## config.mk

```make
export PLATFORM = sky130hd
export DESIGN_NAME = fetch_unit
export DESIGN_NICKNAME = d
export VERILOG_FILES = /design/src/rtl/riscv_pkg.sv /design/src/rtl/next_pc_sel.sv /design/src/rtl/fetch_unit.sv
export SDC_FILE = /design/constraint.sdc
export NUM_CORES = 1
export LEC_CHECK = 0
export BUFFER_PORTS_ARGS = -buffer_cell sky130_fd_sc_hd__buf_2
export CELL_PAD_IN_SITES_DETAIL_PLACEMENT = 1
export CELL_PAD_IN_SITES_GLOBAL_PLACEMENT = 1
export CORE_MARGIN = 1
export CORE_UTILIZATION = 36
export DETAILED_ROUTE_END_ITERATION = 10
export PLACE_DENSITY = 0.82
export SLEW_MARGIN = 20
export SYNTH_ARGS = -nofsm -noshare
export SYNTH_HDL_FRONTEND = slang
export SYNTH_SLANG_ARGS = --single-unit
```

## constraint.sdc

```tcl
create_clock -name clk -period 2.5 [get_ports clk]
set_clock_uncertainty 0.15 [all_clocks]
set_input_delay 0.125 -clock clk [delete_from_list [all_inputs] [get_ports clk]]
set_output_delay 0.125 -clock clk [all_outputs]
set_load 0.02 [all_outputs]
```

## src/rtl/riscv_pkg.sv

```systemverilog
// Shared RISC-V definitions: opcodes, NOP encoding, fetch FSM states and reset PC.
package riscv_pkg;

  localparam logic [31:0] RESET_PC_DEFAULT = 32'h0040_0000;
  localparam logic [31:0] NOP_INST         = 32'h0000_0013;

  localparam logic [6:0] OPC_LOAD   = 7'b0000011;
  localparam logic [6:0] OPC_OPIMM  = 7'b0010011;
  localparam logic [6:0] OPC_AUIPC  = 7'b0010111;
  localparam logic [6:0] OPC_STORE  = 7'b0100011;
  localparam logic [6:0] OPC_OP     = 7'b0110011;
  localparam logic [6:0] OPC_LUI    = 7'b0110111;
  localparam logic [6:0] OPC_BRANCH = 7'b1100011;
  localparam logic [6:0] OPC_JALR   = 7'b1100111;
  localparam logic [6:0] OPC_JAL    = 7'b1101111;

  typedef enum logic [2:0] {
    FS_IDLE,
    FS_FETCH,
    FS_VALID,
    FS_DISCARD,
    FS_HALT
  } fetch_state_e;

endpackage

```

## src/rtl/next_pc_sel.sv

```systemverilog
// Combinational next-PC resolution: branch/jump take decision, target select and
// alignment fault detection. Also used by the pipelined datapath.
module next_pc_sel #(
  parameter int XLEN = 32
) (
  input  logic [XLEN-1:0] pc_i,
  input  logic            pcsrc_i,
  input  logic            pc_write_cond_i,
  input  logic            bne_i,
  input  logic            jalr_i,
  input  logic            zero_i,
  input  logic [XLEN-1:0] branch_target_i,
  input  logic [XLEN-1:0] jalr_target_i,
  output logic            take_o,
  output logic [XLEN-1:0] target_o,
  output logic [XLEN-1:0] pc_plus4_o,
  output logic            misalign_o
);

  assign take_o     = pcsrc_i | (pc_write_cond_i & (zero_i ^ bne_i));
  assign target_o   = jalr_i ? {jalr_target_i[XLEN-1:1], 1'b0} : branch_target_i;
  assign pc_plus4_o = pc_i + XLEN'(4);
  // Only bit 1 matters: bit 0 is cleared for JALR and branch immediates are even.
  assign misalign_o = take_o & target_o[1];

endmodule

```

## src/rtl/fetch_unit.sv

```systemverilog
// Instruction fetch stage: owns the PC, issues single-outstanding imem requests and
// holds the instruction register. Define FETCH_PREFETCH_EN for a one-entry prefetch buffer.
module fetch_unit
  import riscv_pkg::*;
#(
  parameter int              XLEN     = 32,
  parameter logic [XLEN-1:0] RESET_PC = XLEN'(RESET_PC_DEFAULT)
) (
  input  logic            clk,
  input  logic            rst_n,
  output logic            imem_req_o,
  output logic [XLEN-1:0] imem_addr_o,
  input  logic            imem_rvalid_i,
  input  logic [31:0]     imem_rdata_i,
  output logic            inst_valid_o,
  input  logic            inst_ready_i,
  output logic [31:0]     inst_o,
  output logic [6:0]      opcode_o,
  output logic [2:0]      func3_o,
  output logic [XLEN-1:0] pc_o,
  output logic [XLEN-1:0] pc_plus4_o,
  input  logic            pcsrc_i,
  input  logic            pc_write_cond_i,
  input  logic            bne_i,
  input  logic            jalr_i,
  input  logic            zero_i,
  input  logic [XLEN-1:0] branch_target_i,
  input  logic [XLEN-1:0] jalr_target_i,
  output logic            misalign_o
);

  fetch_state_e    state_q, state_d;
  logic [XLEN-1:0] pc_q, pc_d;
  logic [31:0]     inst_q, inst_d;
  logic            req_q, req_d;
  logic [XLEN-1:0] addr_q, addr_d;
  logic            out_q, out_d;
  logic            misalign_q, misalign_d;
`ifdef FETCH_PREFETCH_EN
  logic            pf_full_q, pf_full_d;
  logic [31:0]     pf_data_q, pf_data_d;
`endif

  logic            sel_take, sel_misalign;
  logic [XLEN-1:0] sel_target, sel_pc_plus4, next_pc;
  logic            consume, accept;

  next_pc_sel #(.XLEN(XLEN)) u_next_pc_sel (
    .pc_i            (pc_q),
    .pcsrc_i         (pcsrc_i),
    .pc_write_cond_i (pc_write_cond_i),
    .bne_i           (bne_i),
    .jalr_i          (jalr_i),
    .zero_i          (zero_i),
    .branch_target_i (branch_target_i),
    .jalr_target_i   (jalr_target_i),
    .take_o          (sel_take),
    .target_o        (sel_target),
    .pc_plus4_o      (sel_pc_plus4),
    .misalign_o      (sel_misalign)
  );

  assign next_pc = sel_take ? sel_target : sel_pc_plus4;
  assign consume = (state_q == FS_VALID) & inst_ready_i;
  // A response is only believed once its request has left the bus, so a stale
  // strobe landing in the cycle of a fresh request (e.g. right after reset) is dropped.
  assign accept  = imem_rvalid_i & out_q & ~req_q;

  always_comb begin
    state_d    = state_q;
    pc_d       = pc_q;
    inst_d     = inst_q;
    req_d      = 1'b0;
    addr_d     = addr_q;
    misalign_d = misalign_q;
`ifdef FETCH_PREFETCH_EN
    pf_full_d  = pf_full_q;
    pf_data_d  = pf_data_q;
`endif
    case (state_q)
      FS_IDLE: begin
        req_d   = 1'b1;
        addr_d  = pc_q;
        state_d = FS_FETCH;
      end
      FS_FETCH: begin
        if (accept) begin
          inst_d  = imem_rdata_i;
          state_d = FS_VALID;
        end
      end
      FS_VALID: begin
        if (consume) begin
          if (sel_misalign) begin
            misalign_d = 1'b1;
            state_d    = FS_HALT;
`ifdef FETCH_PREFETCH_EN
            pf_full_d  = 1'b0;
`endif
          end else begin
            pc_d = next_pc;
`ifdef FETCH_PREFETCH_EN
            if (!sel_take && pf_full_q) begin
              inst_d    = pf_data_q;
              pf_full_d = 1'b0;
            end else if (!sel_take && accept) begin
              inst_d = imem_rdata_i;
            end else if (!sel_take && out_q) begin
              state_d = FS_FETCH;
            end else if (sel_take && out_q && !accept) begin
              state_d = FS_DISCARD;
            end else begin
              req_d     = 1'b1;
              addr_d    = next_pc;
              pf_full_d = 1'b0;
              state_d   = FS_FETCH;
            end
`else
            req_d   = 1'b1;
            addr_d  = next_pc;
            state_d = FS_FETCH;
`endif
          end
        end
`ifdef FETCH_PREFETCH_EN
        else if (accept) begin
          pf_full_d = 1'b1;
          pf_data_d = imem_rdata_i;
        end else if (!out_q && !pf_full_q) begin
          req_d  = 1'b1;
          addr_d = sel_pc_plus4;
        end
`endif
      end
`ifdef FETCH_PREFETCH_EN
      FS_DISCARD: begin
        // pc_q already holds the redirect target; refetch once the wrong-path word drains.
        if (accept) begin
          req_d   = 1'b1;
          addr_d  = pc_q;
          state_d = FS_FETCH;
        end
      end
`endif
      FS_HALT: state_d = FS_HALT;
      default: state_d = FS_IDLE;
    endcase
    out_d = (out_q & ~accept) | req_d;
  end

  always_ff @(posedge clk or negedge rst_n) begin
    if (!rst_n) begin
      state_q    <= FS_IDLE;
      pc_q       <= RESET_PC;
      inst_q     <= NOP_INST;
      req_q      <= 1'b0;
      addr_q     <= RESET_PC;
      out_q      <= 1'b0;
      misalign_q <= 1'b0;
`ifdef FETCH_PREFETCH_EN
      pf_full_q  <= 1'b0;
      pf_data_q  <= NOP_INST;
`endif
    end else begin
      state_q    <= state_d;
      pc_q       <= pc_d;
      inst_q     <= inst_d;
      req_q      <= req_d;
      addr_q     <= addr_d;
      out_q      <= out_d;
      misalign_q <= misalign_d;
`ifdef FETCH_PREFETCH_EN
      pf_full_q  <= pf_full_d;
      pf_data_q  <= pf_data_d;
`endif
    end
  end

  assign imem_req_o   = req_q;
  assign imem_addr_o  = addr_q;
  assign inst_valid_o = (state_q == FS_VALID);
  assign inst_o       = inst_q;
  assign opcode_o     = inst_q[6:0];
  assign func3_o      = inst_q[14:12];
  assign pc_o         = pc_q;
  assign pc_plus4_o   = sel_pc_plus4;
  assign misalign_o   = misalign_q;

endmodule

```

# Word level (Yosys, flattened, before mapping)
# Cells that the tools add are included.
word_totals:
  word_cells: 45
  output_inout_bits: 141
  register_bits: 102
classes:
  muxes: 12
  add_sub_neg: 1
  eq_ne: 6
  reduce_logical: 7
  n_bitwise: 12
ops:
  columns: ["op", "count"]
  rows:
  - ["32-bit 2-to-1 mux", 4]
  - ["32-bit case mux with 2 select lines", 1]
  - ["32-bit by 3-bit adder with 32-bit output, second input constant", 1]
  - ["3-bit case mux with 4 select lines", 1]
  - ["3-bit 2-to-1 mux", 3]
  - ["3-bit AND reduction", 3]
  - ["1-bit AND", 6]
  - ["2-bit inequality test, second input constant", 2]
  - ["2-bit AND reduction", 2]
  - ["3-bit by 1-bit == test with 1-bit output, second input constant", 1]
  - ["3-bit by 2-bit == test with 1-bit output, second input constant", 1]
  - ["3-bit == test, second input constant", 1]
  - ["3-bit logical NOT", 1]
  - ["1-bit inverter", 3]
  - ["1-bit 2-to-1 mux", 2]
  - ["2-bit by 1-bit inequality test with 1-bit output, second input constant", 1]
  - ["1-bit OR", 2]
  - ["1-bit case mux with 2 select lines", 1]
  - ["2-bit nonzero test", 1]
  - ["1-bit bitwise XOR", 1]

# Logic depth before layout (Yosys ltp)
logic_depth:
  ltp_word: 8
  depth_mapped: 9
  depth_no_buf: 6

# Modules after synthesis
# A second synthesis with hierarchy kept.
hier_totals:
  hier_cells: 466
  area_unflattened_um2: 5739.3
modules_own_cells:
  columns: ["module", "cells_per_inst", "area_each_um2", "n_inst"]
  rows:
  - ["fetch_unit", 344, 4765.8, 1]
  - ["next_pc_sel", 122, 973.4, 1]

# Least setup slack after synthesis
# No wires, ideal clock.
synth_path:
  kind: "reg2reg"
  startpoint: "register pc_q[22], in the netlist pc_o[22]"
  endpoint: "register addr_q[27], in the netlist imem_addr_o[27]"
  required_time_ns: 2.277
  arrival_time_ns: 2.192
  stages_incl_launch_ff: 6
  slack_ns: 0.085
  period_less_slack_ns: 2.415
  setup_time_ns: 0.073
  cell_sequence: "dfstp_2 > nand4_1 > or4_4 > or3_4 > xnor2_2 > a2bb2oi_2"
synth_between:
  elab_chain_cells: 5
synth_rtl:
  columns: ["item", "line_no", "rtl"]
  rows:
  - ["start, declared", "fetch_unit.sv:33", "logic [XLEN-1:0] pc_q, pc_d;"]
  - ["start signal, assigned", "fetch_unit.sv:166", "pc_q <= pc_d;"]
  - ["32-bit by 3-bit adder with 32-bit output", "next_pc_sel.sv:22", "assign pc_plus4_o = pc_i + XLEN'(4);"]
  - ["via pc_plus4_o[27]", "fetch_unit.sv:21", "output logic [XLEN-1:0] pc_plus4_o,"]
  - ["32-bit 2-to-1 mux", "fetch_unit.sv:63", "assign next_pc = sel_take ? sel_target : sel_pc_plus4;"]
  - ["32-bit 2-to-1 mux", "fetch_unit.sv:94", "if (sel_misalign) begin"]
  - ["32-bit 2-to-1 mux", "fetch_unit.sv:93", "if (consume) begin"]
  - ["32-bit case mux with 2 select lines", "fetch_unit.sv:80", "case (state_q)"]
  - ["end signal, assigned", "fetch_unit.sv:169", "addr_q <= addr_d;"]
  - ["end, declared", "fetch_unit.sv:36", "logic [XLEN-1:0] addr_q, addr_d;"]
# The timed path passes the listed nets, and every way through them passes these cells. The select of a mux whose other input is x is not followed.
# A chain may end at the register's enable or synchronous reset.

# Worst setup path after layout
layout_path:
  startpoint: "register pc_q[22], in the netlist pc_o[22]"
  endpoint: "output pc_plus4_o[27]"
layout_between:
  elab_chain_cells: 1
layout_rtl:
  columns: ["item", "line_no"]
  rows:
  - ["32-bit by 3-bit adder with 32-bit output", "next_pc_sel.sv:22"]
  - ["end, declared", "fetch_unit.sv:21"]
# No other way between the ends.

==> results.sh <==
export IMPL_outcome="finished with violations"
export IMPL_failed_checks="negative setup slack"
export IMPL_netlist_top_cells_count="sky130_fd_sc_hd__dfrtp_1, sky130_fd_sc_hd__nand2_1, sky130_fd_sc_hd__a21oi_1, sky130_fd_sc_hd__mux2_2, sky130_fd_sc_hd__o21ai_0"
export IMPL_first_global_vias=6268
export IMPL_final_period_utilization_pct=102
export IMPL_critPathTopFamily="simple AND/OR/NAND/NOR gates"
export IMPL_cp_start_kind="flip-flop"
export IMPL_power_ir_vdd_worst_mv=0.498
export IMPL_htreeDepth=3
export IMPL_share_of_synthesized_area_occupied_by_flip_flops_and_latches_pct=43.5
export IMPL_detail_route_iter0_violations=297
export IMPL_synth_top_cell_area_share_pct=41.2
export IMPL_grt_setup_unrepaired="true"
export IMPL_path_class="flip-flop to output port"
export IMPL_path_clk_slew_ns=0.07
export IMPL_min_path_type="input pin to flip-flop"
export IMPL_post_layout_nonfiller_instances=1123
export IMPL_dieArea_sq_um=16900
export IMPL_fillCellCount=1878
export IMPL_postRouteWirelength_mm=22.9
export IMPL_synth_edff_count=0
export IMPL_timing_final_max_slew_violations=0
export IMPL_timing_final_setup_violations=1
export IMPL_route_vias_total=6190
export IMPL_layout_setup_ws_ns=-0.0485
export IMPL_yosysUniqueCellTypes=61
export IMPL_start_util_pct=36.9
export IMPL_area_growth_pct=39.9
export IMPL_worstReg2RegStart="pc_o[22]$_DFFE_PN1P_"
export IMPL_relSlewSlack_pct=51.1
export IMPL_final_core_util_pct=51.7
export IMPL_synthesis_instances=618
export IMPL_crit_arrival_ns=2.27
export IMPL_fmaxAchievable_mhz=392
export IMPL_cap_viol_max_count=0
export IMPL_clock_sinks=102
export IMPL_grt_pass1_wl_mm=34.5
export IMPL_die_w_um=130
export IMPL_port_buffers=244
export IMPL_timing_hold_violations_final=0
export IMPL_place_detailed_hpwl_mm=15.2
export IMPL_clock_latency_ns=0.37
export IMPL_postSynth_asyncResetShare_pct=100
export IMPL_cp_slowest_cell="sky130_fd_sc_hd__dfstp_2"
export IMPL_final_antenna_net_count=0
export IMPL_cts_root_buffer_cell="sky130_fd_sc_hd__clkbuf_16"
export IMPL_syn_cell_area_sq_um=5890
export IMPL_globalRouteOverflowTotal=0
export IMPL_fp_dieH_um=130
export IMPL_final_weighted_congestion_of_routability_driven_global_placement=0.836
export IMPL_synthMostInstantiatedCell="sky130_fd_sc_hd__dfrtp_1"
export IMPL_layout_drive_gt1_share_pct=43.7
export IMPL_setup_worst_path_start="pc_o[22]$_DFFE_PN1P_"
export IMPL_worstPathBufferInverterCount=1
export IMPL_path_cells="nand4_1 -> or4_4 -> or3_4 -> xnor2_4 -> buf_6"
export IMPL_timing_worst_slew_pin_value_ns=0.732
export IMPL_yosys_register_bits=102
export IMPL_numCtsBuffers=9
export IMPL_worst_hold_startpoint="branch_target_i[2]"
export IMPL_yosysWarningCount=0
export IMPL_finish_net_count=1008
export IMPL_synth_area_top_cells="sky130_fd_sc_hd__dfrtp_1, sky130_fd_sc_hd__mux2_2, sky130_fd_sc_hd__nand2_1, sky130_fd_sc_hd__mux2i_1, sky130_fd_sc_hd__a21oi_1"
export IMPL_min_period_ns=2.55
export IMPL_mean_area_per_synthesized_cell_sq_um=9.53
export IMPL_detailed_routing_iterations_pass_1=7
export IMPL_placed_instances=1058
export IMPL_io_pin_count=246
export IMPL_yosys_most_used_dff="sky130_fd_sc_hd__dfrtp_1"
export IMPL_grtUsageTotal_pct=27.1
export IMPL_core_region_area_sq_um=15900
export IMPL_routedWlPerCell_um=20.4
export IMPL_rows=46
export IMPL_crit_fanout=4
export IMPL_synthesis_nets=724
export IMPL_post_route_drc_count=0
export IMPL_grt_antenna_before_repair=0
export IMPL_power_leakage_uw=0.00402
export IMPL_avgViaCountPerCell=5.51
export IMPL_cellPowerDensity_nw_per_um2=1170
export IMPL_grt_start_max_net_pins=49
export IMPL_clockBufferDepth=2
export IMPL_antenna_cells=0
export IMPL_tritoncts="built"
export IMPL_cp_required_ns=2.23
export IMPL_post_synth_top_area_cell="sky130_fd_sc_hd__dfrtp_1"
export IMPL_endpoint_kind="output port"
export IMPL_timing_critical_path_slowest_cell_delay_ns=0.54
-- per-layer routing --
layer	GRT usage (%)	wire [um]
met1	32.7	8950
met2	47.7	11900
met3	3.81	1190
met4	13.2	905
met5	0	0
-- state kept, by name, indices dropped and copies added, names as in the netlist --
| name | flops |
|---|---|
| imem_addr_o | 32 |
| inst_o | 32 |
| pc_o | 32 |
| state_q | 3 |
| imem_req_o | 1 |
| misalign_o | 1 |
| out_q | 1 |
-- cells in the final DEF (no fill, tap or decap), types with 6 or more instances in the layout --
cell type,n
sky130_fd_sc_hd__inv_1,14
sky130_fd_sc_hd__buf_2,241
sky130_fd_sc_hd__dlygate4sd3_1,36
sky130_fd_sc_hd__mux2i_1,23
sky130_fd_sc_hd__nand4_1,19
sky130_fd_sc_hd__buf_4,50
sky130_fd_sc_hd__a31oi_1,6
sky130_fd_sc_hd__nand2_1,68
sky130_fd_sc_hd__o211ai_1,6
sky130_fd_sc_hd__o21ai_0,36
sky130_fd_sc_hd__nor3_1,11
sky130_fd_sc_hd__a211oi_1,13
sky130_fd_sc_hd__clkbuf_16,9
sky130_fd_sc_hd__nor2_1,33
sky130_fd_sc_hd__xnor2_1,17
sky130_fd_sc_hd__o31ai_1,7
sky130_fd_sc_hd__mux2_2,42
sky130_fd_sc_hd__dfrtp_2,6
sky130_fd_sc_hd__xor2_1,8
sky130_fd_sc_hd__dfrtp_1,91
sky130_fd_sc_hd__a211o_1,6
sky130_fd_sc_hd__nand3_1,19
sky130_fd_sc_hd__a21oi_1,42
-- worst min-delay path, delay by kind of cell --
| kind | cells | cell delay, ns |
|---|---|---|
| buffers and inverters | 1 | 0.07 |
| muxes | 1 | 0.09 |
| and+or+nand+nor | 3 | 0.20 |
-- through the flow --
step	hold slack (ns)	total power, uW	setup TNS (ns)	worst slack, ns	instance area, sq um
after global placement	-0.130	7830	0	0.263	7410
after global routing	0.0572	10200	-0.293	-0.119	8240
after floorplan	-0.321	6230	0	0.0845	5890
final	0.0197	9660	-0.0485	-0.0485	8240
after detailed placement	-0.130	7990	0	0.224	7410
after CTS	0.0178	9530	-0.0459	-0.0242	8140
-- kinds of logic (layout without fill, tap and decap cells) --
group | after synthesis | in the layout | share of synthesized area, %
xor+xnor | 26 | 26 | 3.99
flops | 102 | 102 | 43.5
compound gates | 161 | 161 | 17.8
simple gates | 189 | 189 | 15.6
buf+inv | 74 | 363 | 6.91
fa+ha+maj | 1 | 1 | 0.212
mux | 65 | 65 | 11.9
-- power by group --
part,total [uW],switching [uW],internal (uW)
registers,3070,635,2430
logic,5170,3230,1940
clock network,1420,725,697
total,9660,4590,5060
-- cell type report --
type	count	area [sq um]	share of cell area [%]
repair buffers	333	2040	24.8
clock buffers	10	229	2.78
inverters	14	52.6	0.638
well taps	216	270	3.28
flip-flops and latches	102	2570	31.2
clock inverters	6	51.3	0.623
multi-input cells	442	3020	36.7
-- worst paths after layout --
path	end	slack, ns	depth (start not counted)
hold reg to reg	misalign_o$_DFFE_PN0P_	0.32	1
setup reg to reg	pc_o[28]$_DFFE_PN0P_	0.20	8
min in group asynchronous	inst_o[30]$_DFFE_PN0P_	0.03	2
setup / recovery	pc_plus4_o[27]	-0.05	5
hold / removal	pc_o[2]$_DFFE_PN0P_	0.02	5
max in group asynchronous	imem_addr_o[22]$_DFFE_PN1P_	1.46	3
-- timing repair --
action,in CTS,in global routing
resized for setup,12,14
pin swaps,5,2
cloned,0,0
hold buffers,36,0
setup endpoints to repair,7,13
setup buffers,7,6
hold endpoints to repair,136,0
No activity file was read; power rests on OpenSTA's default activity.
